<file path="config.mk">
export PLATFORM = sky130hd
export DESIGN_NAME = opal_rx_lanes
export DESIGN_NICKNAME = d
export VERILOG_FILES = /design/src/rtl/opal_rx_lanes.sv
export SDC_FILE = /design/constraint.sdc
export NUM_CORES = 1
export LEC_CHECK = 0
export CAP_MARGIN = 20
export CORE_AREA = 2 2 219 221
export CTS_CLUSTER_DIAMETER = 40
export CTS_CLUSTER_SIZE = 14
export DETAILED_ROUTE_END_ITERATION = 6
export DIE_AREA = 0 0 221 223
export PLACE_DENSITY = 0.8
export REMOVE_ABC_BUFFERS = 1
export SLEW_MARGIN = 15
export SYNTH_ARGS = -nofsm -noshare
export SYNTH_HDL_FRONTEND = slang
export SYNTH_SLANG_ARGS = --single-unit
</file>
<file path="constraint.sdc">
create_clock -name CLK100MHz -period 18.4 [get_ports CLK100MHz]
set_clock_uncertainty 0.1 [all_clocks]
set_input_delay 1.84 -clock CLK100MHz [delete_from_list [all_inputs] [get_ports CLK100MHz]]
set_output_delay 1.84 -clock CLK100MHz [all_outputs]
set_load 0.05 [all_outputs]
</file>
<file path="src/rtl/opal_rx_lanes.sv">
// OPAL-RT digital-out link receiver: oversamples strobe/enable/data lanes, deserialises
// one VAR_WIDTH-bit variable per lane per frame and hands each frame out on valid/ready.
module opal_rx_lanes #(
  parameter int LANES     = 16,
  parameter int VAR_WIDTH = 16,
  parameter bit MSB_FIRST = 1'b1,
  parameter int TIMEOUT   = 1024
) (
  input  logic                       CLK100MHz,
  input  logic                       ARESET,
  input  logic                       i_opal_clk,
  input  logic                       i_opal_en,
  input  logic [LANES-1:0]           i_opal_data,
  output logic [LANES*VAR_WIDTH-1:0] o_data,
  output logic                       o_valid,
  input  logic                       i_ready,
  output logic [15:0]                o_frame_cnt,
  output logic [7:0]                 o_err_cnt,
  output logic                       o_overrun,
  input  logic                       i_clear,
  output logic [3:0]                 o_state
);

  localparam int BW = $clog2(VAR_WIDTH + 1);

  typedef logic [VAR_WIDTH-1:0] var_t;

  typedef enum logic [3:0] {
    S_IDLE  = 4'b0001,
    S_SHIFT = 4'b0010,
    S_DONE  = 4'b0100,
    S_ERR   = 4'b1000
  } state_e;

  state_e                   state_q, state_d;
  logic [2:0]               clk_s_q, clk_s_d;
  logic [1:0]               en_s_q, en_s_d;
  logic [LANES-1:0]         data_s1_q, data_s1_d;
  logic [LANES-1:0]         data_s2_q, data_s2_d;
  logic [1:0]               warm_q, warm_d;
  logic                     armed_q, armed_d;
  logic [LANES-1:0][VAR_WIDTH-1:0] sh_q, sh_d;
  logic [LANES-1:0][VAR_WIDTH-1:0] data_q, data_d;
  logic [BW-1:0]            bcnt_q, bcnt_d;
  logic [15:0]              wd_q, wd_d;
  logic                     valid_q, valid_d;
  logic [15:0]              frame_q, frame_d;
  logic [7:0]               err_q, err_d;
  logic                     ovr_q, ovr_d;

  logic rise;
  logic en_sync;
  logic bcnt_full;

  assign rise      = clk_s_q[1] & ~clk_s_q[2];
  assign en_sync   = en_s_q[1];
  assign bcnt_full = (bcnt_q == BW'(VAR_WIDTH));

  function automatic var_t shift_in(input var_t cur, input logic b);
    if (MSB_FIRST) return {cur[VAR_WIDTH-2:0], b};
    else           return {b, cur[VAR_WIDTH-1:1]};
  endfunction

  always_comb begin
    // NOTE: every _d gets a default before any branch so no path can infer a latch.
    state_d   = state_q;
    clk_s_d   = {clk_s_q[1:0], i_opal_clk};
    en_s_d    = {en_s_q[0], i_opal_en};
    data_s1_d = i_opal_data;
    data_s2_d = data_s1_q;
    warm_d    = {warm_q[0], 1'b1};
    armed_d   = armed_q;
    sh_d      = sh_q;
    data_d    = data_q;
    bcnt_d    = bcnt_q;
    wd_d      = '0;
    valid_d   = valid_q;
    frame_d   = frame_q;
    err_d     = err_q;
    ovr_d     = ovr_q;

    // Only arm once the synchronisers hold real pin samples and enable is seen low,
    // so a frame already running when reset lifts is ignored.
    if (warm_q[1] && !en_sync) armed_d = 1'b1;

    if (valid_q && i_ready) valid_d = 1'b0;

    unique case (state_q)
      S_IDLE: begin
        if (armed_q && en_sync && rise) begin
          for (int k = 0; k < LANES; k++) sh_d[k] = shift_in('0, data_s2_q[k]);
          bcnt_d  = BW'(1);
          state_d = S_SHIFT;
        end
      end
      S_SHIFT: begin
        wd_d = wd_q + 16'd1;
        if (!en_sync) begin
          state_d = bcnt_full ? S_DONE : S_ERR;
        end else if (rise) begin
          wd_d = '0;
          if (bcnt_full) begin
            state_d = S_ERR;
          end else begin
            for (int k = 0; k < LANES; k++) sh_d[k] = shift_in(sh_q[k], data_s2_q[k]);
            bcnt_d = bcnt_q + BW'(1);
          end
        end else if (wd_q == 16'(TIMEOUT - 1)) begin
          state_d = S_ERR;
        end
      end
      S_DONE: begin
        data_d  = sh_q;
        valid_d = 1'b1;
        frame_d = frame_q + 16'd1;
        if (valid_q && !i_ready) ovr_d = 1'b1;
        state_d = S_IDLE;
      end
      S_ERR: begin
        if (!en_sync) state_d = S_IDLE;
      end
      default: state_d = S_IDLE;
    endcase

    if (state_d == S_ERR && state_q != S_ERR && err_q != 8'hFF) err_d = err_q + 8'd1;

    if (i_clear) begin
      err_d = '0;
      ovr_d = 1'b0;
    end
  end

  always_ff @(posedge CLK100MHz or posedge ARESET) begin
    // NOTE: the shift registers are datapath storage, but they are reset too so a frame
    // cut short by reset can never leak stale bits into a later word.
    if (ARESET) begin
      state_q   <= S_IDLE;
      clk_s_q   <= '0;
      en_s_q    <= '0;
      data_s1_q <= '0;
      data_s2_q <= '0;
      warm_q    <= '0;
      armed_q   <= 1'b0;
      sh_q      <= '0;
      data_q    <= '0;
      bcnt_q    <= '0;
      wd_q      <= '0;
      valid_q   <= 1'b0;
      frame_q   <= '0;
      err_q     <= '0;
      ovr_q     <= 1'b0;
    end else begin
      state_q   <= state_d;
      clk_s_q   <= clk_s_d;
      en_s_q    <= en_s_d;
      data_s1_q <= data_s1_d;
      data_s2_q <= data_s2_d;
      warm_q    <= warm_d;
      armed_q   <= armed_d;
      sh_q      <= sh_d;
      data_q    <= data_d;
      bcnt_q    <= bcnt_d;
      wd_q      <= wd_d;
      valid_q   <= valid_d;
      frame_q   <= frame_d;
      err_q     <= err_d;
      ovr_q     <= ovr_d;
    end
  end

  assign o_data      = data_q;
  assign o_valid     = valid_q;
  assign o_frame_cnt = frame_q;
  assign o_err_cnt   = err_q;
  assign o_overrun   = ovr_q;
  assign o_state     = state_q;

endmodule

</file>
* Word-level counts from Yosys, hierarchy flattened
Index checks and enable logic that the tools add are counted.
Word-level totals: ROM bits 0, flip-flop bits (word level) 603, bits in writable memories 0, latch bits 0, input bits 22, memories kept 0, output and inout port bits 286, word-level logic and storage cells 108
Cells by class: add/subtract/negate cells 4, equality and inequality tests 13, muxes and demuxes 28, bitwise gates (word level) 2, shift-type cells 0, div/mod/pow operators 0, $lt $le $gt $ge 0, multiply operators 0, reduce and logical (&&, ||, !) cells 16
Operators with widths (count):
- two-way mux 256 bit | 4
- case mux 256 bit (2 select lines) | 1
- two-way mux 16 bit | 3
- adder 16 x 1 -> 16 bit (second input constant) | 2
- two-way mux 4 bit | 7
- two-way mux 5 bit | 4
- equality test 16 x 10 -> 1 bit (second input constant) | 1
- two-way mux 8 bit | 2
- case mux 4 bit (3 select lines) | 1
- case mux 5 bit (2 select lines) | 1
- nonzero test 2 bit | 5
- adder 8 x 1 -> 8 bit (second input constant) | 1
- equality test 4 bit (second input constant) | 2
- != test 2 bit (second input constant) | 4
- != test 8 bit (second input constant) | 1
- logical AND 1 bit | 7
- adder 5 x 1 -> 5 bit (second input constant) | 1
- equality test 5 bit (second input constant) | 1
- two-way mux 1 bit | 5
- AND reduction 5 bit | 1
- equality test 4 x 1 -> 1 bit (second input constant) | 1
- equality test 4 x 2 -> 1 bit (second input constant) | 1
- equality test 4 x 3 -> 1 bit (second input constant) | 1
- != test 4 bit (second input constant) | 1
- 4 further kinds | 5

* Logic depth before layout (Yosys ltp)
word-level depth 10, gate-level depth with buffers 10, depth with buffers taken out 8

* Worst setup path after synthesis
Ideal clock, no wire load.
kind reg2out, from register state_q[0] (netlist: o_state[0]), to output o_state[0], data arrival time 719 ps, path buffers 0, data required time 16460 ps, cell stages (with the launch flop) 1, slack 15741 ps, cell sequence dfstp_2
RTL lines:
- start: declaration | line 35 | state_e state_q, state_d;
- start signal: assignment | line 153 | state_q <= state_d;
- end: declaration | line 21 | output logic [3:0] o_state
No word-level cell between the ends.

==> results.yml <==
run_status:
  status: "complete, no violations"
die:
  die_height_um: 223
  fp-row-count: 80
  initial_core_util_pct: 48.4
  die_x_um: 221
  fp.coreArea_um2: 47100
  io_pins: 308
  die_area_um2: 49300
sta:
  worstMarginPinSlew_ns: 1.01
  min_period_ns: 4.14
  rsz0062_at_grt: "no"
  post-route-period-util_pct: 22.5
  final_hold_viol_count: 0
  maxSlewHeadroom_pct: 32.6
  finalSetupViolCount: 0
  slew_violations: 0
  max_clock_freq_ghz: 0.242
  fin_ws_ns: 14.26
critical_path:
  crit_required_ns: 18.87
  reg2reg_from: "bcnt_q[0]$_DFFE_PP0P_"
  end_kind: "async pin"
  r2r_cells: 8
  start_kind: "primary input"
  path_class: "in2async"
  timing.rr.end: "sh_q[13]$_DFFE_PP0P_"
  worstPathArrival_ns: 4.61
  crit_fanout: 130
  ff2ff_setup_slack_ns: 14.94
route:
  wl_um: 49200
  vias: 14900
  wl_per_cell_um: 17.2
  first_iter_violations: 1174
  antenna_left: 0
  route.detailed.drc: 0
  viasPerCell: 5.20
  first_pass_iters: 7
finish:
  postLayoutCellArea_um2: 29300
  nFillCells: 3512
  final_common_cell: "dfrtp_1"
  diodes: 0
  seq_area_um2: 15100
  drive_gt1_share_pct: 19.8
  fin_nets: 2216
  final_cell_mix: "602 x dfrtp_1, 496 x nand2_1, 307 x clkdlybuf4s50_1, 273 x mux2_2, 245 x o21ai_0"
  multi_input_area_um2: 7200
  syn_to_final_growth_pct: 28.2
placement:
  gp_congestion: 0.813
  pre_cts_slack_ns: 13.21
  dpl.hpwl_um: 29500
  io_buffers: 307
  place_area_um2: 26300
synthesis:
  async_flop_share_pct: 100
  synth.distinct_cells: 43
  seq_area_frac_synth_pct: 66.2
  ys_ff_latch: 603
  synth_ff_type: "dfrtp_1"
  ys_warn_count: 0
  avgSynthCellArea_um2: 12.0
  netlist_area_um2: 22800
  syn_inst: 1894
  synth_edf_count: 0
global_route:
  grt-ovfl-total: 0
  grt_pass1_vias: 15200
  track_usage_pct: 20.1
  grt_max_degree: 143
  antenna_found_initial: 0
  grt_pass1_wl_um: 80600
cts:
  cts-buffers-inserted: 81
  post_cts_resized: 0
  cts_setup_buffers: 0
  cts_tree: "built"
  clkTransAtPathRegs_ns: 0.06
  clk_path_buf_depth: 3
  cts_hold_buffers: 0
  clk_latency_ns: 0.60
  cts-root-buf: "clkbuf_16"
  htree_levels: 3
  clkSinkCount: 603
min_path:
  whs_endpoint: "data_s2_q[13]$_DFF_PP0_"
  min-delay-start: "data_s1_q[13]$_DFF_PP0_"
  hold-path-cell-count: 0
  worstHoldPathType: "reg2reg"
run:
  cap_violations: 0
power:
  ir_drop_mv: 0.0902
  leakage_nw: 13.3
  power.density_nw_per_um2: 103
==> synthesized netlist by cell type (2+ instances only) <==
cell type,n,area share (%)
a21oi_1,8,0.18
ha_1,5,0.27
and3_1,6,0.16
o21ai_0,245,5.4
buf_1,4,0.066
o31ai_1,3,0.099
nor2_1,33,0.54
nor3_1,4,0.088
nand4_1,13,0.36
and4_1,2,0.077
buf_2,55,1.2
nand2_1,496,8.2
mux2_2,273,13
a21o_1,2,0.066
a31oi_1,2,0.055
nor2b_1,3,0.082
xor2_1,17,0.65
clkbuf_1,55,0.91
or3_1,5,0.14
xnor2_1,16,0.61
or4_1,2,0.066
nand3_1,16,0.35
inv_1,8,0.13
dfrtp_1,602,66
==> how the worst max path moves through the flow <==
stage	start	end	cells past startpoint
6_report	ARESET	o_data[187]$_DFFE_PP0P_	4
2_1_floorplan	o_state[2]$_DFF_PP0_	o_data[0]$_DFFE_PP0P_	2
3_3_place_gp	ARESET	o_data[13]$_DFFE_PP0P_	4
5_1_grt	ARESET	sh_q[11]$_DFFE_PP0P_	4
3_5_place_dp	ARESET	o_data[239]$_DFFE_PP0P_	4
4_1_cts	ARESET	o_data[187]$_DFFE_PP0P_	4
==> registers in the layout (all words and copies together), names as in the netlist, 4 cells and up <==
name	count
o_state	4
sh_q	256
data_s2_q	16
o_err_cnt	8
data_s1_q	16
o_frame_cnt	16
bcnt_q	5
wd_q	16
o_data	256
==> worst max-delay path: stages <==
cell and delay, ns:
clkdlybuf4s50_1 0.50, inv_8 0.61, buf_6 0.68, buf_4 0.85
==> per-layer routing <==
layer / wire length (um) / track usage (%)
met5: 0 / 0
met4: 1850 / 9.68
met3: 2150 / 4.39
met2: 24500 / 32.9
met1: 20700 / 25.5
==> per-stage QoR <==
step	total power [mW]	setup TNS [ns]	utilization (%)	hold WS, ns	std cells
after global routing	3.13	0	62.0	0.253	2868
after detailed placement	1.44	0	55.8	0.235	2717
after CTS	3.05	0	61.8	0.250	2864
after global placement	1.43	0	55.8	0.233	2716
final	3.02	0	62.0	0.248	2868
after floorplan	1.41	-3510.19	-	0.231	1779
==> area by class of cell <==
| class | instances | share of cell area [%] |
|---|---|---|
| sequential | 603 | 51.6 |
| clock inverter | 52 | 2.15 |
| multi-input combinational | 1168 | 24.6 |
| clock buffer | 95 | 7.53 |
| tap | 615 | 2.63 |
| timing repair buffer | 327 | 11.3 |
| inverter | 8 | 0.128 |
==> power breakdown <==
group / switching (mW) / internal (mW) / leakage [nW]
Sequential: 0.0117 / 1.34 / 8.29
Combinational: 0.0424 / 0.0177 / 3.60
Clock: 0.633 / 0.973 / 1.38
Total: 0.687 / 2.33 / 13.3
==> logic make-up (layout without fill, tap and decap cells) <==
family | after synthesis | after routing | share of synthesized area, %
xor+xnor | 33 | 33 | 1.27
fa+ha+maj | 5 | 5 | 0.274
compound gates | 266 | 266 | 6.02
mux | 274 | 274 | 13.5
simple gates | 589 | 589 | 10.4
other cells | 1 | 1 | 0.0164
buf+inv | 123 | 482 | 2.34
flops | 603 | 603 | 66.2
Note: power is estimated with default switching activity, not from simulation.
